## src/rtl/dmem_arbiter_if.sv

```systemverilog
// Per-master request/response bundle for dmem_arbiter.
// Handshake: the master raises req with we/addr/wdata/wmask/lock and holds them
// stable until gnt is seen high in the same cycle (T). That transaction is then
// accepted, and rvalid pulses for exactly one cycle in T+1 carrying rdata/err.
// gnt is combinational from req; rvalid/rdata/err are registered.
interface dmem_arbiter_if;
   logic        req;
   logic        we;
   logic [31:0] addr;
   logic [31:0] wdata;
   logic [3:0]  wmask;
   logic        lock;
   logic        gnt;
   logic        rvalid;
   logic [31:0] rdata;
   logic        err;

   modport master (
      output req, we, addr, wdata, wmask, lock,
      input  gnt, rvalid, rdata, err
   );

   modport slave (
      input  req, we, addr, wdata, wmask, lock,
      output gnt, rvalid, rdata, err
   );
endinterface

```

## src/rtl/dmem_arbiter.sv

```systemverilog
// Shares the single-ported data memory between m0 (LSU) and m1 (DMA/debug), with bounded locking.
// DMEM_ARB_RR_EN selects round-robin tie-break in IDLE; otherwise m0 has fixed priority.
module dmem_arbiter #(
   parameter int unsigned MEM_SIZE = 1024,
   parameter int unsigned LOCK_MAX = 16
) (
   input  logic          clk,
   input  logic          rst_n,
   dmem_arbiter_if.slave m0,
   dmem_arbiter_if.slave m1,
   output logic [31:0]   mem_addr,
   output logic [31:0]   mem_wdata,
   output logic [3:0]    mem_wmask,
   output logic          mem_ren,
   output logic          mem_wen,
   input  logic [31:0]   mem_rdata,
   input  logic          mem_rvalid,
   output logic [1:0]    dbg_state
);

   typedef enum logic [1:0] {
      IDLE  = 2'd0,
      LOCK0 = 2'd1,
      LOCK1 = 2'd2
   } state_t;

   localparam logic [7:0] LOCK_LIMIT = 8'(LOCK_MAX);

   state_t      state_q, state_d;
   logic [7:0]  lock_cnt_q, lock_cnt_d;
   logic        own0, own1;
   logic        gnt0, gnt1;
   logic        tie_m1;
   logic [31:0] word0, word1;
   logic        oor0, oor1;

   logic        rvalid0_q, rvalid1_q;
   logic        err0_q, err1_q;
   logic [31:0] rdata0_q, rdata1_q;

   assign word0 = {2'b00, m0.addr[31:2]};
   assign word1 = {2'b00, m1.addr[31:2]};
   assign oor0  = (word0 >= MEM_SIZE);
   assign oor1  = (word1 >= MEM_SIZE);

`ifdef DMEM_ARB_RR_EN
   // last_q = 1 when m1 held the most recent grant; resets to 1 so m0 wins first.
   logic last_q;

   always_ff @(posedge clk or negedge rst_n) begin
      if (!rst_n) begin
         last_q <= 1'b1;
      end else if (gnt0) begin
         last_q <= 1'b0;
      end else if (gnt1) begin
         last_q <= 1'b1;
      end
   end

   assign tie_m1 = ~last_q;
`else
   assign tie_m1 = 1'b0;
`endif

   // Ownership: who may be granted this cycle if it requests.
   always_comb begin
      own0 = 1'b0;
      own1 = 1'b0;
      case (state_q)
         IDLE: begin
            own0 = m0.req & ~(m1.req & tie_m1);
            own1 = m1.req & ~own0;
         end
         LOCK0:   own0 = 1'b1;
         LOCK1:   own1 = 1'b1;
         default: begin
            own0 = 1'b0;
            own1 = 1'b0;
         end
      endcase
   end

   assign gnt0 = rst_n & own0 & m0.req;
   assign gnt1 = rst_n & own1 & m1.req;

   always_comb begin
      state_d    = state_q;
      lock_cnt_d = lock_cnt_q;
      case (state_q)
         IDLE: begin
            lock_cnt_d = '0;
            if (gnt0 && m0.lock) begin
               state_d    = LOCK0;
               lock_cnt_d = 8'd1;
            end else if (gnt1 && m1.lock) begin
               state_d    = LOCK1;
               lock_cnt_d = 8'd1;
            end
         end
         LOCK0: begin
            if (!m0.req || !m0.lock || (lock_cnt_q >= LOCK_LIMIT)) begin
               state_d    = IDLE;
               lock_cnt_d = '0;
            end else begin
               lock_cnt_d = lock_cnt_q + 8'd1;
            end
         end
         LOCK1: begin
            if (!m1.req || !m1.lock || (lock_cnt_q >= LOCK_LIMIT)) begin
               state_d    = IDLE;
               lock_cnt_d = '0;
            end else begin
               lock_cnt_d = lock_cnt_q + 8'd1;
            end
         end
         default: begin
            state_d    = IDLE;
            lock_cnt_d = '0;
         end
      endcase
   end

   always_ff @(posedge clk or negedge rst_n) begin
      if (!rst_n) begin
         state_q    <= IDLE;
         lock_cnt_q <= '0;
      end else begin
         state_q    <= state_d;
         lock_cnt_q <= lock_cnt_d;
      end
   end

   assign dbg_state = state_q;

   // Out-of-range requests are still granted but never strobe the memory.
   always_comb begin
      mem_addr  = '0;
      mem_wdata = '0;
      mem_wmask = '0;
      mem_ren   = 1'b0;
      mem_wen   = 1'b0;
      if (gnt0) begin
         mem_addr  = m0.addr;
         mem_wdata = m0.wdata;
         mem_wmask = m0.wmask;
         mem_ren   = ~m0.we & ~oor0;
         mem_wen   = m0.we & ~oor0;
      end else if (gnt1) begin
         mem_addr  = m1.addr;
         mem_wdata = m1.wdata;
         mem_wmask = m1.wmask;
         mem_ren   = ~m1.we & ~oor1;
         mem_wen   = m1.we & ~oor1;
      end
   end

   always_ff @(posedge clk or negedge rst_n) begin
      if (!rst_n) begin
         rvalid0_q <= 1'b0;
         err0_q    <= 1'b0;
         rdata0_q  <= '0;
         rvalid1_q <= 1'b0;
         err1_q    <= 1'b0;
         rdata1_q  <= '0;
      end else begin
         rvalid0_q <= gnt0;
         err0_q    <= gnt0 & oor0;
         rdata0_q  <= (gnt0 && !m0.we && !oor0) ? mem_rdata : '0;
         rvalid1_q <= gnt1;
         err1_q    <= gnt1 & oor1;
         rdata1_q  <= (gnt1 && !m1.we && !oor1) ? mem_rdata : '0;
      end
   end

   assign m0.gnt    = gnt0;
   assign m0.rvalid = rvalid0_q;
   assign m0.rdata  = rdata0_q;
   assign m0.err    = err0_q;
   assign m1.gnt    = gnt1;
   assign m1.rvalid = rvalid1_q;
   assign m1.rdata  = rdata1_q;
   assign m1.err    = err1_q;

   a_one_grant: assert property (@(posedge clk) disable iff (!rst_n) !(gnt0 && gnt1));
   a_lock_bound: assert property (@(posedge clk) disable iff (!rst_n) lock_cnt_q <= LOCK_LIMIT);
   a_mem_rvalid: assert property (@(posedge clk) disable iff (!rst_n) mem_rvalid == mem_ren);

endmodule

```

## src/flat_wrapper.sv

```systemverilog
// flat-port wrapper written by rule: the top's interface ports become plain ports
module dmem_arbiter_flat 
#(
   parameter int unsigned MEM_SIZE = 1024,
   parameter int unsigned LOCK_MAX = 16
)
  (clk, rst_n, mem_addr, mem_wdata, mem_wmask, mem_ren, mem_wen, mem_rdata, mem_rvalid, dbg_state, m0_req, m0_we, m0_addr, m0_wdata, m0_wmask, m0_lock, m0_gnt, m0_rvalid, m0_rdata, m0_err, m1_req, m1_we, m1_addr, m1_wdata, m1_wmask, m1_lock, m1_gnt, m1_rvalid, m1_rdata, m1_err);
  dmem_arbiter_if m0_i ();
  dmem_arbiter_if m1_i ();
  input  logic clk;
  input  logic rst_n;
  output logic [31:0] mem_addr;
  output logic [31:0] mem_wdata;
  output logic [3:0] mem_wmask;
  output logic mem_ren;
  output logic mem_wen;
  input  logic [31:0] mem_rdata;
  input  logic mem_rvalid;
  output logic [1:0] dbg_state;
  input wire logic [$bits(m0_i.req)-1:0] m0_req;
  input wire logic [$bits(m0_i.we)-1:0] m0_we;
  input wire logic [$bits(m0_i.addr)-1:0] m0_addr;
  input wire logic [$bits(m0_i.wdata)-1:0] m0_wdata;
  input wire logic [$bits(m0_i.wmask)-1:0] m0_wmask;
  input wire logic [$bits(m0_i.lock)-1:0] m0_lock;
  output wire logic [$bits(m0_i.gnt)-1:0] m0_gnt;
  output wire logic [$bits(m0_i.rvalid)-1:0] m0_rvalid;
  output wire logic [$bits(m0_i.rdata)-1:0] m0_rdata;
  output wire logic [$bits(m0_i.err)-1:0] m0_err;
  input wire logic [$bits(m1_i.req)-1:0] m1_req;
  input wire logic [$bits(m1_i.we)-1:0] m1_we;
  input wire logic [$bits(m1_i.addr)-1:0] m1_addr;
  input wire logic [$bits(m1_i.wdata)-1:0] m1_wdata;
  input wire logic [$bits(m1_i.wmask)-1:0] m1_wmask;
  input wire logic [$bits(m1_i.lock)-1:0] m1_lock;
  output wire logic [$bits(m1_i.gnt)-1:0] m1_gnt;
  output wire logic [$bits(m1_i.rvalid)-1:0] m1_rvalid;
  output wire logic [$bits(m1_i.rdata)-1:0] m1_rdata;
  output wire logic [$bits(m1_i.err)-1:0] m1_err;
  assign m0_i.req = m0_req;
  assign m0_i.we = m0_we;
  assign m0_i.addr = m0_addr;
  assign m0_i.wdata = m0_wdata;
  assign m0_i.wmask = m0_wmask;
  assign m0_i.lock = m0_lock;
  assign m0_gnt = m0_i.gnt;
  assign m0_rvalid = m0_i.rvalid;
  assign m0_rdata = m0_i.rdata;
  assign m0_err = m0_i.err;
  assign m1_i.req = m1_req;
  assign m1_i.we = m1_we;
  assign m1_i.addr = m1_addr;
  assign m1_i.wdata = m1_wdata;
  assign m1_i.wmask = m1_wmask;
  assign m1_i.lock = m1_lock;
  assign m1_gnt = m1_i.gnt;
  assign m1_rvalid = m1_i.rvalid;
  assign m1_rdata = m1_i.rdata;
  assign m1_err = m1_i.err;
  dmem_arbiter #(.MEM_SIZE(MEM_SIZE), .LOCK_MAX(LOCK_MAX)) u_core (.clk(clk), .rst_n(rst_n), .m0(m0_i), .m1(m1_i), .mem_addr(mem_addr), .mem_wdata(mem_wdata), .mem_wmask(mem_wmask), .mem_ren(mem_ren), .mem_wen(mem_wen), .mem_rdata(mem_rdata), .mem_rvalid(mem_rvalid), .dbg_state(dbg_state));
endmodule
```

## config.mk

```make
export PLATFORM = sky130hd
export DESIGN_NAME = dmem_arbiter_flat
export DESIGN_NICKNAME = d
export VERILOG_FILES = /design/src/rtl/dmem_arbiter_if.sv /design/src/rtl/dmem_arbiter.sv /design/src/flat_wrapper.sv
export SDC_FILE = /design/constraint.sdc
export NUM_CORES = 1
export LEC_CHECK = 0
export CAP_MARGIN = 40
export CORE_AREA = 2 2 124 126
export DETAILED_ROUTE_END_ITERATION = 8
export DIE_AREA = 0 0 126 128
export PLACE_DENSITY = 0.69
export SLEW_MARGIN = 20
export SYNTH_ARGS = -nofsm -noshare
export SYNTH_HDL_FRONTEND = slang
export SYNTH_SLANG_ARGS = --single-unit
```

## constraint.sdc

```tcl
create_clock -name clk -period 1.55 [get_ports clk]
set_clock_uncertainty 0.05 [all_clocks]
set_input_delay 0.2325 -clock clk [delete_from_list [all_inputs] [get_ports clk]]
set_output_delay 0.2325 -clock clk [all_outputs]
set_load 0.02 [all_outputs]
```

==> summary.md, run 1 <==
| Metric | Value |
|---|---|
| Result of the run | `finished, violations left` |
| Violations in the final reports | `negative setup slack` |
| Cell Rows | `45` |
| Sum of routed wire length over all layers | `~16000 um` |
| Largest stage delay on the critical path | `0.43 ns` |
| Deepest clock path buffer count | `2` |
| Final max-slew violation count | `0` |
| CTS tree | `yes` |
| Share of synthesized flip-flops with an asynchronous set or reset | `100.0%` |
| Layout overhead on the synthesized area | `159.5%` |
| Portion of total power attributed to the clock network | `35.4%` |
| Met1 routed wirelength after detailed routing | `5896 um` |
| Post-synthesis instance area | `around 3400 um2` |
| Placeable core area | `roughly 15000 um2` |
| Setup violations, final | `120` |
| Highest achievable clock rate | `499.7 MHz` |
| Area taken by flip-flops and latches | `1954 um2` |
| Most frequent standard cell in the layout excluding fill and tap cells | `sky130_fd_sc_hd__clkdlybuf4s50_1` |
| Final critical-path share of the clock period | `129.1%` |
| Crit Path Class | `reg2out` |
| Logic gate share of total power | `between 20 and 30%` |
| First-pass GRT wire length | `24350 um` |
| Multi-input gate area in the final layout | `between 2000 and 2500 um2` |
| Top layer in use | `met4` |
| Main synth FF type | `sky130_fd_sc_hd__dfrtp_1` |
| Post-placement setup slack | `-1.110 ns` |
| Clock transition at path regs | `around 0.06 ns` |
| Final hold violation count | `0` |
| GRT overflow | `0` |
| R2r setup slk | `-0.15 ns` |
| Switching power | `about 1400 uW` |
| WP data required | `about 1.3 ns` |
| Number of instances in the synthesized netlist | `~290` |
| DIE HEIGHT | `128 um` |
| Number of clock sinks seen by CTS | `78` |
| Share of total power in sequential cells | `around 36%` |
| Most frequent cells in the layout | `sky130_fd_sc_hd__clkdlybuf4s50_1 (149), sky130_fd_sc_hd__dfrtp_1 (76), sky130_fd_sc_hd__buf_6 (75), sky130_fd_sc_hd__a22o_4 (67), sky130_fd_sc_hd__buf_4 (63)` |
| Count of pins on the block boundary | `319` |
| Vias in the first global route | `approximately 4400` |
| Area enclosed by the die boundary | `approximately 16000 um2` |
| Max-cap viol count | `0` |
| Post-synthesis sequential area ratio | `around 57%` |
| H-Tree Level Count | `3` |
| Synth Register Bits | `about 80` |
| Number of synthesized flops with an enable pin | `0` |
| Starting utilization of the core area | `a little under a quarter` |
| Number of library cell types mapped by synthesis | `33` |
| CTS root buffer | `sky130_fd_sc_hd__clkbuf_16` |
| Crit path launch type | `register` |
| Layout cells sized above 1 | `about two fifths` |
| Crit path DAT | `~1.7 ns` |
| Routed wl met2 | `between 8000 and 9000 um` |
| Switching Share | `around 25%` |
| Number of iterations in the first detailed-routing pass | `4` |
| Number of vias in the routed layout | `3938` |
| Power after layout | `5712 uW` |
| Global placement routability congestion | `0.8819` |
| Maximum fanout along the worst path | `12` |
| Avg Vias per Cell | `~4.4` |
| Average cell area after synthesis | `about 12 um2` |
| Internal cell power | `4281 uW` |
| HPWL after detailed placement | `around 13000 um` |
| Floorplan die width | `about 130 um` |
| List of cells traversed by the critical path | `nand2b_4, nand3_4, clkinv_8, buf_12, a22o_4, buf_6` |
| Minimum clock period after layout | `between 2 and 2.5 ns` |
| Total of fill cells in the finished design | `around 1200` |
| Routed met3 length | `around 1200 um` |
| Leak pwr | `about 0.005 uW` |
| Pin count of the biggest net entering global routing | `between 60 and 70` |
| Clock Latency Late Sink | `roughly 0.33 ns` |
| Number of nets at the end of the flow | `approximately 870` |
| Yosys warning total | `0` |
| Total CTS buffers | `9` |
| Ant. Diodes | `0` |
| Number of buffers inserted by port buffering | `approximately 320` |
| RSZ-0062 raised after global routing | `true` |
| VDD IR-drop max | `roughly 0.00047 V` |
| Number of routed nets with antenna violations | `0` |
| Kind of capture point of the worst setup path | `output pin` |
| Classification of the worst-slack hold path | `in2reg` |
| Initial antenna violation count | `0` |
| Overall track demand over capacity in global routing | `between 10% and 20%` |
| PD cells | `~640 nW/um2` |
| WL per Instance | `roughly 19 um` |
| Crit path setup slack, layout | `-0.4510 ns` |
| Residual DRC | `0` |
| DR iter-0 viols | `between 100 and 150` |
| Critical-path top delay cell | `sky130_fd_sc_hd__dfrtp_2` |
-- power groups by stage --
stage | clock network, uW | logic [uW] | registers, uW
floorplan | 0 | 514 | 2100
global placement | 0 | 1470 | 2090
detailed placement | 0 | 1480 | 2090
CTS | 2070 | 1610 | 2060
global route | 2170 | 1710 | 2060
finish | 2020 | 1630 | 2060
-- synth_stat cells (all sizes together), types with 2 or more instances --
| master | number | area share [%] |
|---|---|---|
| a22o | 68 | 17 |
| buf | 3 | 0.99 |
| nor2b | 2 | 0.37 |
| nand2 | 5 | 0.62 |
| nor4 | 11 | 2.2 |
| ha | 2 | 0.73 |
| clkbuf | 17 | 1.9 |
| xor2 | 2 | 0.51 |
| nand3 | 5 | 0.88 |
| nor2 | 11 | 1.3 |
| dfrtp | 78 | 57 |
| nand2b | 2 | 0.37 |
| inv | 6 | 0.66 |
| o21ai | 2 | 0.29 |
| and2 | 65 | 12 |
-- cell families (layout without fill, tap and decap cells) --
group | count (synthesis) | in the layout | share of synthesized area (%)
xor+xnor | 3 | 3 | 0.7668
flops | 78 | 78 | 56.96
buf+inv | 26 | 430 | 3.505
fa+ha+maj | 2 | 2 | 0.7301
simple gates | 106 | 106 | 19.13
other cells | 1 | 3 | 0.1094
compound gates | 75 | 75 | 18.80
-- area by class of cell --
class,instances,area share [%]
clock buffers,10,2.575
repair buffers,408,47.73
inverters,6,0.4784
clock inverters,6,0.6895
well taps,188,2.645
flip-flops and latches,78,21.98
multi-input cells,189,23.91
-- worst paths after layout --
kind	cells past startpoint	from	endpoint
max in group asynchronous	4	rst_n	u_core.m1.rdata[11]$_DFF_PN0_
min	4	rst_n	u_core.lock_cnt_q[0]$_DFF_PN0_
min in group asynchronous	3	rst_n	u_core.lock_cnt_q[1]$_DFF_PN0_
max	6	u_core.dbg_state[1]$_DFFE_PN0P_	mem_wdata[23]
max reg2reg	6	u_core.dbg_state[0]$_DFFE_PN0P_	u_core.m1.rdata[30]$_DFF_PN0_
min reg2reg	2	u_core.lock_cnt_q[4]$_DFF_PN0_	u_core.lock_cnt_q[4]$_DFF_PN0_
-- worst max-delay path: cells and delay by family, from the launching register on --
kind,cells,cell delay [ns]
AO/OA/AOI/OAI,1,0.23
flip-flops,1,0.43
AND/OR/NAND/NOR,2,0.27
buffers and inverters,3,0.44
-- layer usage --
layer	vias up	track usage (%)
li1	1841	-
met1	1885	21.90
met2	190	36.56
met3	22	4.967
met4	0	7.111
met5	-	0
-- state kept, by name (all words and copies together) (netlist names) --
register,flops
u_core.m1.rvalid,1
u_core.dbg_state,2
u_core.lock_cnt_q,8
u_core.m1.rdata,32
u_core.m1.err,1
u_core.m0.rdata,32
u_core.m0.err,1
u_core.m0.rvalid,1
-- repair_timing --
| action | CTS | global route |
|---|---|---|
| setup buffers | 17 | 3 |
| gates resized for setup | 516 | 71 |
| gates cloned | 6 | 1 |
| hold buffers | 2 | 1 |
| endpoints found under the hold margin | 12 | 22 |
| pin swaps | 28 | 15 |
| setup endpoints to repair | 171 | 169 |
-- through the flow --
step	hold WS, ns	area (um2)	util (%)	setup TNS, ns	instances
after floorplan	-0.1131	4120	-	-1.314	293
after global placement	0.1230	7886	53.06	-114.74	844
after detailed placement	0.1244	7886	53.06	-115.05	844
after CTS	0.1135	8635	58.09	-43.21	884
final	0.3640	8892	59.82	-36.99	885
after global routing	0.3881	8892	59.82	-47.92	885
(Power assumes the default switching activity.)
==> run 2, diff against run 1 <==
CTS_CLUSTER_SIZE = 20   (was unset)
==> results of run 2 <==
Final layout, timing and power as in run 1 (identical DEF).
==> run 3, diff against run 2 <==
SKIP_CTS_REPAIR_TIMING = 1   (was unset)
==> run 3 against run 2 <==
Net effect: the flow still finishes with violations (negative setup slack); routed wire length is 2.5% lower; via count down 2.4%; worst hold slack worse by 0.071 ns; combinational power fell by 9%.
==> summary.md, run 3 (synthesized netlist as in run 1, its figures left out) <==
| Metric | Value |
|---|---|
| Result of the run | `finished, violations left` |
| Violations in the final reports | `negative setup slack` |
| R2r setup slk | `-0.15 ns` |
| Pin count of the biggest net entering global routing | `between 60 and 70` |
| Global placement routability congestion | `0.8819` |
| Clock transition at path regs | `around 0.06 ns` |
| Worst min-delay path endpoint | `u_core.lock_cnt_q[0]$_DFF_PN0_` |
| Largest delay contributor family on the critical path | `flip-flops` |
| Highest achievable clock rate | `between 500 and 600 MHz` |
| Setup TNS after final layout | `-35.68 ns` |
| Critical hold path startpoint | `m0_req` |
| Most frequent cells in the layout | `sky130_fd_sc_hd__clkdlybuf4s50_1 (154), sky130_fd_sc_hd__buf_4 (91), sky130_fd_sc_hd__dlymetal6s2s_1 (89), sky130_fd_sc_hd__dfrtp_1 (76), sky130_fd_sc_hd__a22o_4 (67)` |
| Avg Vias per Cell | `4.399` |
| Area enclosed by the die boundary | `16130 um2` |
| Critical path buffers and inverters | `3` |
| H-Tree Level Count | `3` |
| Kind of capture point of the worst setup path | `output pin` |
| CTS tree | `yes` |
| Most frequent standard cell in the layout excluding fill and tap cells | `sky130_fd_sc_hd__clkdlybuf4s50_1` |
| Final max-slew violation count | `0` |
| Crit path DAT | `~1.7 ns` |
| Clock Latency Late Sink | `0.33 ns` |
| Worst flop-to-flop path endpoint | `u_core.m0.rdata[22]$_DFF_PN0_` |
| Length in cells of the worst reg-to-reg path | `6` |
| DR iter-0 viols | `a little under 90` |
| Crit path launch type | `register` |
| Cell Rows | `45` |
| First-pass GRT wire length | `between 20000 and 25000 um` |
| Total CTS buffers | `9` |
| Layout overhead on the synthesized area | `148.7%` |
| Classification of the worst-slack hold path | `in2reg` |
| Overall track demand over capacity in global routing | `18.02%` |
| GRT overflow | `0` |
| Final hold violation count | `0` |
| Critical-path top delay cell | `sky130_fd_sc_hd__dfrtp_2` |
| Count of pins on the block boundary | `319` |
| Number of clock sinks seen by CTS | `between 70 and 80` |
| Floorplan die width | `126 um` |
| Final critical-path share of the clock period | `127.2%` |
| Hold path depth | `3` |
| Maximum fanout along the worst path | `12` |
| Max-cap viol count | `0` |
| WP data required | `1.27 ns` |
| Number of iterations in the first detailed-routing pass | `4` |
| VDD IR-drop max | `roughly 0.00048 V` |
| Number of nets at the end of the flow | `between 800 and 900` |
| Placeable core area | `roughly 15000 um2` |
| WL per Instance | `18.32 um` |
| List of cells traversed by the critical path | `nand2b_4, nand3_4, inv_8, clkbuf_16, a22o_4, buf_4` |
| Initial antenna violation count | `0` |
| Layout cells sized above 1 | `about two fifths` |
| Number of routed nets with antenna violations | `0` |
| Crit Reg-Reg Startpoint | `u_core.dbg_state[1]$_DFFE_PN0P_` |
| Worst setup path start | `u_core.dbg_state[1]$_DFFE_PN0P_` |
| PD cells | `653.5 nW/um2` |
| CTS root buffer | `sky130_fd_sc_hd__clkbuf_16` |
| Ant. Diodes | `0` |
| Largest stage delay on the critical path | `around 0.44 ns` |
| Standard cell area after detailed placement | `7886 um2` |
| Total of fill cells in the finished design | `between 1000 and 1500` |
| Final Util | `a little under three fifths` |
| Number of buffers inserted by port buffering | `317` |
| Starting utilization of the core area | `a little under a quarter` |
| Setup violations, final | `between 100 and 150` |
| Minimum clock period after layout | `approximately 2.0 ns` |
| Leak pwr | `0.005280 uW` |
| Number of vias in the routed layout | `between 3000 and 4000` |
| Final non-filler cell area | `8523 um2` |
| Deepest clock path buffer count | `2` |
| Power after layout | `~5600 uW` |
| Vias in the first global route | `about 4200` |
| Residual DRC | `0` |
| Sum of routed wire length over all layers | `about 16000 um` |
| Crit path setup slack, layout | `-0.4212 ns` |
| HPWL after detailed placement | `about 13000 um` |
| RSZ-0062 raised after global routing | `true` |
| Crit Path Class | `reg2out` |
| DIE HEIGHT | `128 um` |
run 3: changes by cell type in the layout (fill, tap and decap cells not counted), moves of 14 or more:
cell | previous run | this run
sky130_fd_sc_hd__buf_6 | 75 | 6
sky130_fd_sc_hd__dlygate4sd2_1 | 59 | 0
sky130_fd_sc_hd__dlymetal6s2s_1 | 35 | 89
sky130_fd_sc_hd__buf_4 | 63 | 91
sky130_fd_sc_hd__clkbuf_2 | 0 | 24
sky130_fd_sc_hd__and2_1 | 51 | 65
sky130_fd_sc_hd__and2_4 | 14 | 0
run 3: report_power, final:
| part | total [uW] | internal [uW] | leakage, uW | switching, uW |
|---|---|---|---|---|
| Sequential | 2060 | 2050 | 0.00108 | 7.41 |
| Clock | 2020 | 1240 | 0.000143 | 777 |
| Combinational | 1490 | 879 | 0.00406 | 614 |
run 3: how the worst max path moves through the flow:
stage / endpoint / slack (ns) / cells after the start
2_1_floorplan: mem_ren / -0.13 / 4
3_3_place_gp: mem_ren / -1.14 / 6
3_5_place_dp: mem_ren / -1.11 / 7
4_1_cts: mem_ren / -1.11 / 6
5_1_grt: mem_ren / -0.48 / 6
6_report: mem_wdata[16] / -0.42 / 6
run 3: worst register-to-register path, stage by stage, from the launching register on:
cell                      delay, ns
sky130_fd_sc_hd__dfrtp_2       0.44
sky130_fd_sc_hd__nor2b_4       0.15
sky130_fd_sc_hd__nand2_4       0.09
sky130_fd_sc_hd__buf_4         0.15
sky130_fd_sc_hd__nor4_4        0.23
sky130_fd_sc_hd__buf_4         0.32
sky130_fd_sc_hd__and2_1        0.21
run 3: cell type report:
class	instances	area (um2)	area share [%]
Sequential cell	78	1954	22.93
Clock inverter	6	61.31	0.7193
Clock buffer	10	229.0	2.686
Inverter	6	37.54	0.4404
Timing Repair Buffer	397	3929	46.10
Multi-Input combinational cell	189	2077	24.37
Tap cell	188	235.2	2.760
run 3: through the flow:
stage               setup WS, ns  hold WS, ns  std cells
finish                   -0.4212       0.2927        874
global route             -0.4761       0.3325        874
CTS                       -1.110      -0.2290        860
detailed placement        -1.110       0.1244        844
global placement          -1.143       0.1230        844
floorplan                -0.1273      -0.1131        293
run 3: per-layer routing:
| layer | track usage, % | vias up | part of all wire, % |
|---|---|---|---|
| met1 | 19.63 | 1829 | 37 |
| met3 | 5.092 | 24 | 7.0 |
| li1 | - | 1817 | - |
| met4 | 7.240 | 0 | 2.7 |
| met5 | 0 | - | 0 |
| met2 | 32.99 | 175 | 54 |
